## src/rtl/seq_mul_24.sv

```systemverilog
`default_nettype none
// ============================================================================
// Module   : seq_mul_24
// Purpose  : Sequential radix-2 shift-and-add multiplier. Takes two WIDTH-bit
//            operands (unsigned or two's complement) and produces a 2*WIDTH-bit
//            product after WIDTH iterations. Uses a start/busy/done handshake,
//            and the result is held until the next operation completes.
// Ports    : clk        - system clock, rising edge
//            rst        - synchronous active-high reset
//            start      - request a new multiply (honoured in IDLE or DONE)
//            signed_op  - 1: two's complement operands, 0: unsigned
//            a, b       - multiplicand / multiplier, sampled with start
//            busy       - high during the WIDTH RUN cycles
//            done       - one-cycle pulse, product valid from this cycle on
//            product    - 2*WIDTH-bit result
// Revision : 1.0 - initial release
// ============================================================================
module seq_mul_24 #(
    parameter int WIDTH = 24
) (
    input  logic                 clk,
    input  logic                 rst,
    input  logic                 start,
    input  logic                 signed_op,
    input  logic [WIDTH-1:0]     a,
    input  logic [WIDTH-1:0]     b,
    output logic                 busy,
    output logic                 done,
    output logic [2*WIDTH-1:0]   product
);

    localparam int CNT_W = $clog2(WIDTH + 1);
    localparam logic [CNT_W-1:0] c_cnt_init = CNT_W'(WIDTH);
    localparam logic [CNT_W-1:0] c_cnt_one  = CNT_W'(1);

    typedef enum logic [1:0] {
        S_IDLE = 2'd0,
        S_RUN  = 2'd1,
        S_DONE = 2'd2
    } state_t;

    state_t               r_state;
    state_t               w_state_next;
    logic                 w_accept;
    logic                 w_last;

    // The accumulator's low half is preloaded with |b|: each iteration
    // consumes the multiplier bit at position 0 while the partial product
    // grows downward from the top, so after WIDTH shifts it holds the full
    // unsigned product of the magnitudes.
    logic [2*WIDTH-1:0]   r_acc;
    logic [WIDTH-1:0]     r_mag_a;
    logic                 r_neg;
    logic [CNT_W-1:0]     r_cnt;
    logic [2*WIDTH-1:0]   r_product;

    logic [WIDTH-1:0]     w_mag_a;
    logic [WIDTH-1:0]     w_mag_b;
    logic [WIDTH-1:0]     w_addend;
    logic [WIDTH:0]       w_sum;
    logic [2*WIDTH-1:0]   w_acc_next;

    // Magnitudes: negating -2^(WIDTH-1) yields 2^(WIDTH-1), which is still
    // correct when read as an unsigned WIDTH-bit value.
    assign w_mag_a = (signed_op && a[WIDTH-1]) ? -a : a;
    assign w_mag_b = (signed_op && b[WIDTH-1]) ? -b : b;

    // Add stage keeps its carry (WIDTH+1 bits); it becomes the new MSB after
    // the right shift.
    assign w_addend   = r_acc[0] ? r_mag_a : '0;
    assign w_sum      = {1'b0, r_acc[2*WIDTH-1:WIDTH]} + {1'b0, w_addend};
    assign w_acc_next = {w_sum, r_acc[WIDTH-1:1]};

    assign w_last  = (r_cnt == c_cnt_one);
    assign product = r_product;

    // ------------------------------------------------------------------
    // State register
    // ------------------------------------------------------------------
    always_ff @(posedge clk) begin
        if (rst) begin
            r_state <= S_IDLE;
        end else begin
            r_state <= w_state_next;
        end
    end

    // ------------------------------------------------------------------
    // Next-state and handshake outputs
    // ------------------------------------------------------------------
    always_comb begin
        w_state_next = r_state;
        w_accept     = 1'b0;
        busy         = 1'b0;
        done         = 1'b0;
        case (r_state)
            S_IDLE: begin
                if (start) begin
                    w_accept     = 1'b1;
                    w_state_next = S_RUN;
                end
            end
            S_RUN: begin
                busy = 1'b1;
                if (w_last) begin
                    w_state_next = S_DONE;
                end
            end
            S_DONE: begin
                done = 1'b1;
                if (start) begin
                    w_accept     = 1'b1;
                    w_state_next = S_RUN;
                end else begin
                    w_state_next = S_IDLE;
                end
            end
            default: begin
                w_state_next = S_IDLE;
            end
        endcase
    end

    // ------------------------------------------------------------------
    // Datapath
    // ------------------------------------------------------------------
    always_ff @(posedge clk) begin
        if (rst) begin
            r_acc     <= '0;
            r_mag_a   <= '0;
            r_neg     <= 1'b0;
            r_cnt     <= '0;
            r_product <= '0;
        end else if (w_accept) begin
            r_acc   <= {{WIDTH{1'b0}}, w_mag_b};
            r_mag_a <= w_mag_a;
            r_neg   <= signed_op & (a[WIDTH-1] ^ b[WIDTH-1]);
            r_cnt   <= c_cnt_init;
        end else if (r_state == S_RUN) begin
            r_acc <= w_acc_next;
            r_cnt <= r_cnt - c_cnt_one;
            if (w_last) begin
                r_product <= r_neg ? -w_acc_next : w_acc_next;
            end
        end
    end

endmodule
`default_nettype wire

```

## config.mk

```make
export PLATFORM = sky130hd
export DESIGN_NAME = seq_mul_24
export DESIGN_NICKNAME = d
export VERILOG_FILES = /design/src/rtl/seq_mul_24.sv
export SDC_FILE = /design/constraint.sdc
export NUM_CORES = 1
export LEC_CHECK = 0
export BUFFER_PORTS_ARGS = -buffer_cell sky130_fd_sc_hd__buf_2
export CAP_MARGIN = 20
export CELL_PAD_IN_SITES_DETAIL_PLACEMENT = 1
export CELL_PAD_IN_SITES_GLOBAL_PLACEMENT = 1
export CORE_ASPECT_RATIO = 0.9
export CORE_MARGIN = 3
export CORE_UTILIZATION = 43
export DETAILED_ROUTE_END_ITERATION = 16
export GPL_TIMING_DRIVEN = 0
export PLACE_DENSITY = 0.84
export SYNTH_ARGS = -nofsm -noshare
export SYNTH_HDL_FRONTEND = slang
export SYNTH_SLANG_ARGS = --single-unit
```

## constraint.sdc

```tcl
create_clock -name clk -period 4.2 [get_ports clk]
set_input_delay 0.84 -clock clk [delete_from_list [all_inputs] [get_ports clk]]
set_output_delay 0.84 -clock clk [all_outputs]
set_load 0.01 [all_outputs]
```

==> results.toml, run 1 <==
[layout]
fin_nets = 1290
layout-drive-gt1-share_pct = 14.09
n_fill_cell = 2393
n_antenna_cell = 0
multi_input_area_mm2 = 0.005374
syn_to_final_growth_pct = 19.29
seq_area_mm2 = 0.002566

[timing]
fin_crit_ps = 4153
hold_viol = 0
grt_setup_unrepaired = "true"
fin_crit_sh_pct = 98.89
worst_pin_slew_ps = 762.0
clock_skew_ps = 7.450
setup_viol = 0
max_freq_ghz = 0.2408
worst_slew_margin_rel_pct = 48.84
tns_ps = 0
slew_violations = 0

[setup_path]
reg2reg_to = "product[40]$_SDFFE_PP0P_"
crit_slowest_cell = "or4_1"
worstPathMaxFanout = 10
cp.depth = 15
crit_buf_inv = 3
crit_family = "simple AND/OR/NAND/NOR gates"
critPathArrivalTime_ps = 4450
crit_chain = "buf_4, and2_1, ha_2, inv_2, fa_2, nor2b_2, o31a_1, or3_4, a21o_1, or4_1, or4_4, buf_6, o41ai_4, xor2_1, a211oi_2"
worstSetupPathType = "reg2reg"
crit_path_start_kind = "flip-flop"
cp-end-kind = "flip-flop"
crit_required_ps = 4490
worstReg2RegStart = "r_acc[0]$_SDFFE_PP0P_"
rrSetupSlack_ps = 50
cp_slowest_stage_delay_ps = 540
reg2reg_depth = 15

[yosys]
async_flop_share_pct = 0
synth.avg_cell_area_um2 = 7.542
synth_top_area_share_pct = 31.29
ys_seq_area_share_pct = 31.29
yosysWarningCount = 0
synth-xor-area-share_pct = 9.945
synth-adder-area-share_pct = 4.675
syn_area_mm2 = 0.008190
synthSimpleGateAreaFrac_pct = 25.31
synth.area.top_cells = "dfxtp_1, nand2_1, xor2_1, nor2_1, a211oi_1"
synth_compound_area_share_pct = 23.97
syn-num-nets = 1168
synthFlopType = "dfxtp_1"
synth_top_family_by_area = "simple AND/OR/NAND/NOR gates"
synth.area.mux_share_pct = 0.4888
synth_edf_count = 0
synth.distinct_cells = 64
netlist_instances = 1086
synth_area_leader_cell = "dfxtp_1"
synth-seq-cells = 128

[global_route]
antenna_found_initial = 0
grt_usage_pct = 27.09
grt_max_degree = 17
grt_pass1_wl_um = 44410
grt_pass1_vias = 8444
globalRouteOverflowTotal = 0

[power_and_ir_drop]
comb_power_share_pct = 17.5
switching_power_mw = 1.063
swShare_pct = 29.66
design_power_total_mw = 3.585
p_seq_share_pct = 37.4
p_leak_nw = 3.745
p_clk_share_pct = 45.1
p_per_area_mw_per_mm2 = 366.9
internal_power_mw = 2.522
vdd_drop_max_v = 0.0002416

[hold_path]
worst_hold_path_type = "reg2reg"
min_from = "r_acc[36]$_SDFFE_PP0P_"
hold_depth = 2
min_to = "r_acc[36]$_SDFFE_PP0P_"

[die]
core_mm2 = 0.01852
initial_core_util_pct = 44.21
ios = 102
die_w_um = 151.5
rows = 47
fp.dieH_um = 136.9
dieArea_mm2 = 0.02074

[flow_run]
maxCapViolCount = 0

[drt]
routedWlPerCell_um = 19.32
route.detailed.drc = 0
first_pass_iters = 5
totalWireLength_um = 28330
vias = 8569
ant_nets = 0
drtIter0Drc = 546
via_per_inst = 5.845

[placed_design]
gp_congestion = 0.9175
io_buffers = 101
dp_hpwl_um = 21430

[clock_tree]
ctsHoldBuffers = 0
cts.clk_slew.worst_paths_ps = 60
clock-sinks = 128
cts_tree = "built"
htreeDepth = 4
cts-buffers-inserted = 17
clockBufferDepth = 2
cts-root-buf = "clkbuf_16"
clock_latency_ps = 430

[status]
status = "finished, final reports clean"
-- routing by layer --
metal  global-route usage (%)  vias up  share of wire (%)
met5                        0        -                  0
li1                         -     4109                  -
met1                    38.05     4181                 48
met3                    4.702       33                6.2
met2                    43.22      246                 44
met4                    6.546        0                1.3
-- metrics by stage --
stage	hold slack, ps	util (%)	cell area, µm²	cells	worst slack [ps]
final	466.3	52.75	9771	1466	46.82
after global routing	487.5	52.75	9771	1466	-112.4
after CTS	465.4	52.19	9668	1465	28.14
after detailed placement	441.8	48.60	9002	1432	-387.4
after global placement	436.3	48.60	9002	1432	-167.5
after floorplan	427.3	-	8190	1086	462.1
-- worst reg2reg max path, cell delays in order (launching register included) --
cell and delay, ps:
dfxtp_4 370, buf_4 170, and2_1 160, ha_2 200
inv_2 60, fa_2 240, nor2b_2 60, o31a_1 300
or3_4 390, a21o_1 200, or4_1 540, or4_4 530
buf_6 160, o41ai_4 310, xor2_1 250, a211oi_2 100
-- logic make-up after synthesis --
family	after synthesis
and+or+nand+nor	444
AOI/OAI and AO/OA	293
DFF	128
buffers and inverters	94
xor gates and xnor gates	93
adders and majority gates	30
muxes	4
-- worst max-delay path by stage --
stage                               start                        to  slack [ps]
finish              r_acc[0]$_SDFFE_PP0P_  product[40]$_SDFFE_PP0P_          50
global route        r_acc[0]$_SDFFE_PP0P_  product[40]$_SDFFE_PP0P_        -110
CTS                 r_acc[0]$_SDFFE_PP0P_  product[40]$_SDFFE_PP0P_          30
detailed placement  r_acc[0]$_SDFFE_PP0P_  product[47]$_SDFFE_PP0P_        -390
global placement    r_acc[0]$_SDFFE_PP0P_  product[47]$_SDFFE_PP0P_        -170
floorplan           r_acc[0]$_SDFFE_PP0P_  product[40]$_SDFFE_PP0P_         460
-- final cells by class --
cell class              count  area share, %
multi-input cells         864          55.00
flip-flops and latches    128          26.26
repair buffers            104          5.378
clock buffers              19          4.636
well taps                 245          3.137
plain buffers              68          2.740
clock inverters            13          1.882
inverters                  25         0.9604
-- power groups by stage --
stage / Clock [mW] / Sequential [mW] / Combinational [mW]
floorplan: 0 / 1.35 / 0.398
global placement: 0 / 1.36 / 0.575
detailed placement: 0 / 1.36 / 0.593
CTS: 1.63 / 1.34 / 0.610
global route: 1.68 / 1.35 / 0.688
finish: 1.62 / 1.34 / 0.626
-- cell usage after synthesis, drive strengths merged, types with 2 or more instances --
library cell and number:
xor2 66, o41ai 8, or4 6, nor4 10, nand2 168, o21ai 55
nand2b 8, clkbuf 58, xnor2 27, o21a 6, a21o 4, inv 25
a311oi 31, o211ai 5, a31o 2, nor2b 4, a2111oi 2, a211oi 58
o211a 3, nand3b 3, a22oi 3, or2 9, ha 29, nor3 25
a21oi 75, and2 32, nand4bb 2, dfxtp 128, o31ai 16, o31a 3
nand3 11, and3 5, mux2i 4, nor2 125, or3 18, a211o 3
a31oi 9, nand4 8, and4 5, buf 11, nor4bb 2
-- cells in the final DEF (no fill, tap or decap), types with 26 or more instances in the layout --
cell type,n
nand2_1,168
a311oi_1,31
o21ai_0,40
and2_1,32
buf_2,103
nor2_1,125
xnor2_1,26
clkbuf_1,55
a211oi_1,57
xor2_1,64
ha_1,27
a21oi_1,75
dfxtp_1,127
-- registers in the layout (all words and copies together) (netlist names) --
register and count:
r_state 2, r_neg 1, product 48, r_cnt 5
r_mag_a 24, r_acc 48
-- repair_timing --
action	4_1_cts	5_1_grt
pin swaps	1	5
gates resized for setup	6	23
buffers inserted	1	1
setup endpoints to repair	11	12
Power figures use the tool's default switching activity.
==> run 2, diff against run 1 <==
Settings changed: CORE_MARGIN 3 to default.
==> results.toml, run 2 (synthesis gave the netlist of run 1 again) <==
[status]
status = "finished, final reports clean"

[clock_tree]
clockBufferDepth = 2
cts_tree = "built"
cts-buffers-inserted = 17
cts-root-buf = "clkbuf_16"
clock_latency_ps = 440
clock-sinks = 128
cts.clk_slew.worst_paths_ps = 60
htreeDepth = 4

[drt]
first_pass_iters = 5
vias = 8645
drtIter0Drc = 623
route.detailed.drc = 0
routedWlPerCell_um = 19.88
via_per_inst = 5.897
totalWireLength_um = 29150
ant_nets = 0

[timing]
worst_slew_margin_rel_pct = 43.86
hold_viol = 0
max_freq_ghz = 0.2428
fin_crit_ps = 4119
grt_setup_unrepaired = "true"
setup_viol = 0
clock_skew_ps = 6.680
slew_violations = 0
fin_crit_sh_pct = 98.07
worst_pin_slew_ps = 836.0
hold_slack_ps = 466.0

[hold_path]
worst_hold_path_type = "reg2reg"

[placed_design]
dp_hpwl_um = 21630
io_buffers = 101
gp_congestion = 0.8873

[layout]
final_common_cell = "nand2_1"
fin_nets = 1290
final_core_util_pct = 52.71
syn_to_final_growth_pct = 19.22
n_antenna_cell = 0
layout-drive-gt1-share_pct = 13.92
final_cell_mix = "nand2_1, dfxtp_1, nor2_1"

[setup_path]
crit_required_ps = 4500
critPathArrivalTime_ps = 4420
crit_family = "simple AND/OR/NAND/NOR gates"
crit_path_start_kind = "flip-flop"
cp-end-kind = "flip-flop"
crit_slowest_cell = "or4_4"
worstPathMaxFanout = 10
crit_chain = "clkbuf_8, and2_1, ha_1, inv_1, fa_2, nor2b_2, o31a_1, or3_4, a21o_1, or4_4, or4_1, buf_6, o41ai_4, xor2_1, a211oi_1"
worstSetupPathType = "reg2reg"
cp_slowest_stage_delay_ps = 540
crit_buf_inv = 3

[die]
fp.dieH_um = 132.9
dieArea_mm2 = 0.01960
core_mm2 = 0.01852
die_w_um = 147.5
ios = 102
initial_core_util_pct = 44.21
rows = 47

[power_and_ir_drop]
p_leak_nw = 3.738
vdd_drop_max_v = 0.0002254
p_per_area_mw_per_mm2 = 367.2

[global_route]
antenna_found_initial = 0
grt_pass1_wl_um = 45970
grt_usage_pct = 29.90
grt_pass1_vias = 8606
grt_max_degree = 17
globalRouteOverflowTotal = 0

[flow_run]
maxCapViolCount = 0
-- run 2: cell count changes in the layout (fill, tap and decap cells not counted), moves of 2 or more --
| cell | before | now |
|---|---|---|
| clkbuf_1 | 55 | 57 |
| clkinv_2 | 3 | 0 |
| buf_4 | 3 | 1 |
| inv_6 | 1 | 3 |
| clkbuf_8 | 2 | 5 |
| ha_2 | 2 | 0 |
-- run 2: repair_timing --
item	in CTS	in global routing
pin swaps	1	5
buffers inserted	0	1
setup endpoints to repair	11	10
hold buffers	0	0
resized for setup	12	15
-- run 2: power by group --
| part | switching [mW] | internal (mW) |
|---|---|---|
| clock network | 0.604 | 1.00 |
| logic | 0.412 | 0.221 |
| registers | 0.0679 | 1.28 |
-- run 2: per-stage QoR --
stage / cells / cell area [µm²] / power, mW / setup TNS [ps] / setup slack, ps
5_1_grt: 1466 / 9764 / 3.695 / -205.8 / -77.37
2_1_floorplan: 1086 / 8190 / 1.744 / 0 / 462.1
3_5_place_dp: 1432 / 9002 / 1.961 / -1555 / -280.9
4_1_cts: 1464 / 9682 / 3.563 / 0 / 27.50
6_report: 1466 / 9764 / 3.586 / 0 / 81.20
3_3_place_gp: 1432 / 9002 / 1.936 / -746.3 / -164.3
-- run 2: layout make-up --
| cell class | count | area, µm² |
|---|---|---|
| inverters | 25 | 93.84 |
| fillers | 2336 | 8760 |
| repair buffers | 103 | 518.0 |
| clock inverters | 10 | 148.9 |
| flip-flops and latches | 128 | 2566 |
| well taps | 245 | 306.5 |
| multi-input cells | 864 | 5366 |
| plain buffers | 69 | 280.3 |
| clock buffers | 22 | 484.2 |
-- run 2: path summary, 6_finish.rpt --
path                                             start                        to  slack [ps]  depth (start not counted)
worst max-delay path             r_acc[0]$_SDFFE_PP0P_  product[40]$_SDFFE_PP0P_          80                         15
worst min-delay path            r_acc[45]$_SDFFE_PP0P_    r_acc[45]$_SDFFE_PP0P_         470                          2
worst max register to register   r_acc[0]$_SDFFE_PP0P_  product[40]$_SDFFE_PP0P_          80                         15
worst min register to register  r_acc[45]$_SDFFE_PP0P_    r_acc[45]$_SDFFE_PP0P_         470                          2
-- run 2: metal layers --
| metal | up-vias | global-route usage (%) | wire (µm) |
|---|---|---|---|
| met5 | - | 0 | 0 |
| met4 | 0 | 9.107 | 556 |
| met3 | 55 | 4.276 | 1705 |
| met2 | 312 | 47.80 | 13220 |
| met1 | 4161 | 41.48 | 13660 |
| li1 | 4117 | - | - |
-- run 2: worst min-delay path, cell delays in order, from the launching register on --
cell and delay [ps]:
dfxtp_1 320, nand2_1 50, a21oi_1 50
==> run 3, diff against run 2 <==
Settings changed: PLACE_DENSITY 0.84 to 0.8.
==> results.toml, run 3 (synthesis gave the netlist of run 1 again) <==
[global_route]
globalRouteOverflowTotal = 0
grt_pass1_wl_um = 44310
grt_max_degree = 17
grt_pass1_vias = 8360
antenna_found_initial = 0
grt_usage_pct = 28.74

[layout]
final_common_cell = "nand2_1"
n_antenna_cell = 0
syn_to_final_growth_pct = 19.28
n_fill_cell = 2387
stdcell_area_mm2 = 0.009769
final_cell_mix = "nand2_1, dfxtp_1, nor2_1"
fin_nets = 1293
instances_no_fill = 1469
layout-drive-gt1-share_pct = 14.13

[drt]
drtIter0Drc = 503
ant_nets = 0
routedWlPerCell_um = 18.96
via_per_inst = 5.749
vias = 8445
totalWireLength_um = 27860
route.detailed.drc = 0
first_pass_iters = 5

[die]
fp.dieH_um = 132.9
core_mm2 = 0.01852
die_w_um = 147.5
dieArea_mm2 = 0.01960
rows = 47
initial_core_util_pct = 44.21
ios = 102

[setup_path]
reg2reg_depth = 15
crit_path_start_kind = "flip-flop"
cpMostUsedCell = "or4_1"
crit_required_ps = 4500
critPathArrivalTime_ps = 4420
cp-end-kind = "flip-flop"
worstSetupPathType = "reg2reg"
worstPathMaxFanout = 10
cp_slowest_stage_delay_ps = 550
crit_slowest_cell = "or4_1"
crit_chain = "buf_4, and2_1, ha_2, inv_1, fa_2, nor2b_2, o31a_1, or3_4, a21o_1, or4_1, or4_1, buf_6, o41ai_4, xor2_1, a211oi_2"

[status]
status = "finished, final reports clean"

[clock_tree]
cts.clk_slew.worst_paths_ps = 60
clock-sinks = 128
htreeDepth = 4
cts_tree = "built"
clock_latency_ps = 440
clockBufferDepth = 2
cts-root-buf = "clkbuf_16"
cts-buffers-inserted = 17
ctsHoldBuffers = 0

[placed_design]
gp_congestion = 0.8727
io_buffers = 101
dp_hpwl_um = 21520
placed_area_mm2 = 0.009002
dp_cells = 1432

[hold_path]
hold_depth = 2
worst_hold_path_type = "reg2reg"

[power_and_ir_drop]
vdd_drop_max_v = 0.0001892
p_leak_nw = 3.746
p_per_area_mw_per_mm2 = 364.2

[flow_run]
maxCapViolCount = 0

[timing]
slew_violations = 0
hold_viol = 0
max_freq_ghz = 0.2431
fin_crit_sh_pct = 97.95
fin_crit_ps = 4114
worst_slew_margin_rel_pct = 48.99
clock_skew_ps = 9.164
worst_pin_slew_ps = 759.7
setup_viol = 0
==> run 3: per-layer routing <==
layer / global-route usage (%) / vias to the layer above / part of all wire (%) / wire length, µm
met4: 8.133 / 0 / 1.1 / 318
met3: 4.103 / 29 / 4.8 / 1347
li1: - / 4109 / - / -
met1: 40.37 / 4075 / 50 / 13880
met5: 0 / - / 0 / 0
met2: 45.57 / 232 / 44 / 12310
==> run 3: per-stage QoR <==
step | setup TNS (ps) | setup WS [ps] | hold WS [ps] | total power, mW | utilization (%)
6_report | 0 | 86.02 | 460.3 | 3.558 | 52.74
5_1_grt | -10.06 | -7.225 | 474.8 | 3.688 | 52.74
4_1_cts | 0 | 18.95 | 461.9 | 3.534 | 52.11
3_5_place_dp | -2006 | -331.6 | 452.7 | 1.960 | 48.60
3_3_place_gp | -911.4 | -236.7 | 435.9 | 1.939 | 48.60
2_1_floorplan | 0 | 462.1 | 427.3 | 1.744 | -
==> run 3: what timing repair did <==
action / in CTS / in global routing
resized for setup: 6 / 23
setup endpoints to repair: 12 / 13
pin swaps: 1 / 6
setup buffers: 1 / 4
cloned: 0 / 0
==> run 3: final timing paths <==
kind / slack, ps / startpoint / endpoint
worst min-delay path: 460 / r_acc[37]$_SDFFE_PP0P_ / r_acc[37]$_SDFFE_PP0P_
worst min register to register: 460 / r_acc[37]$_SDFFE_PP0P_ / r_acc[37]$_SDFFE_PP0P_
worst max register to register: 90 / r_acc[0]$_SDFFE_PP0P_ / product[40]$_SDFFE_PP0P_
worst max-delay path: 90 / r_acc[0]$_SDFFE_PP0P_ / product[40]$_SDFFE_PP0P_
==> run 3: final cells by class <==
cell class | instances | area [µm²] | share of cell area [%]
Clock buffer | 19 | 432.9 | 4.431
Inverter | 25 | 93.84 | 0.9606
Tap cell | 245 | 306.5 | 3.138
Clock inverter | 13 | 187.7 | 1.921
Timing Repair Buffer | 106 | 543.0 | 5.558
Sequential cell | 128 | 2566 | 26.27
Multi-Input combinational cell | 864 | 5368 | 54.94
Buffer | 69 | 271.5 | 2.779
==> run 3: report_power, final <==
part	internal, mW	switching [mW]
clock network	0.994	0.595
logic	0.224	0.403
registers	1.28	0.0660
==> run 3: critical path: cells and delay by family, from the launching register on <==
family	cells	cell delay (ps)
and+or+nand+nor	5	1690
AOI/OAI and AO/OA	4	820
adders and majority gates	2	440
buffers and inverters	3	420
DFF	1	370
xor gates and xnor gates	1	240
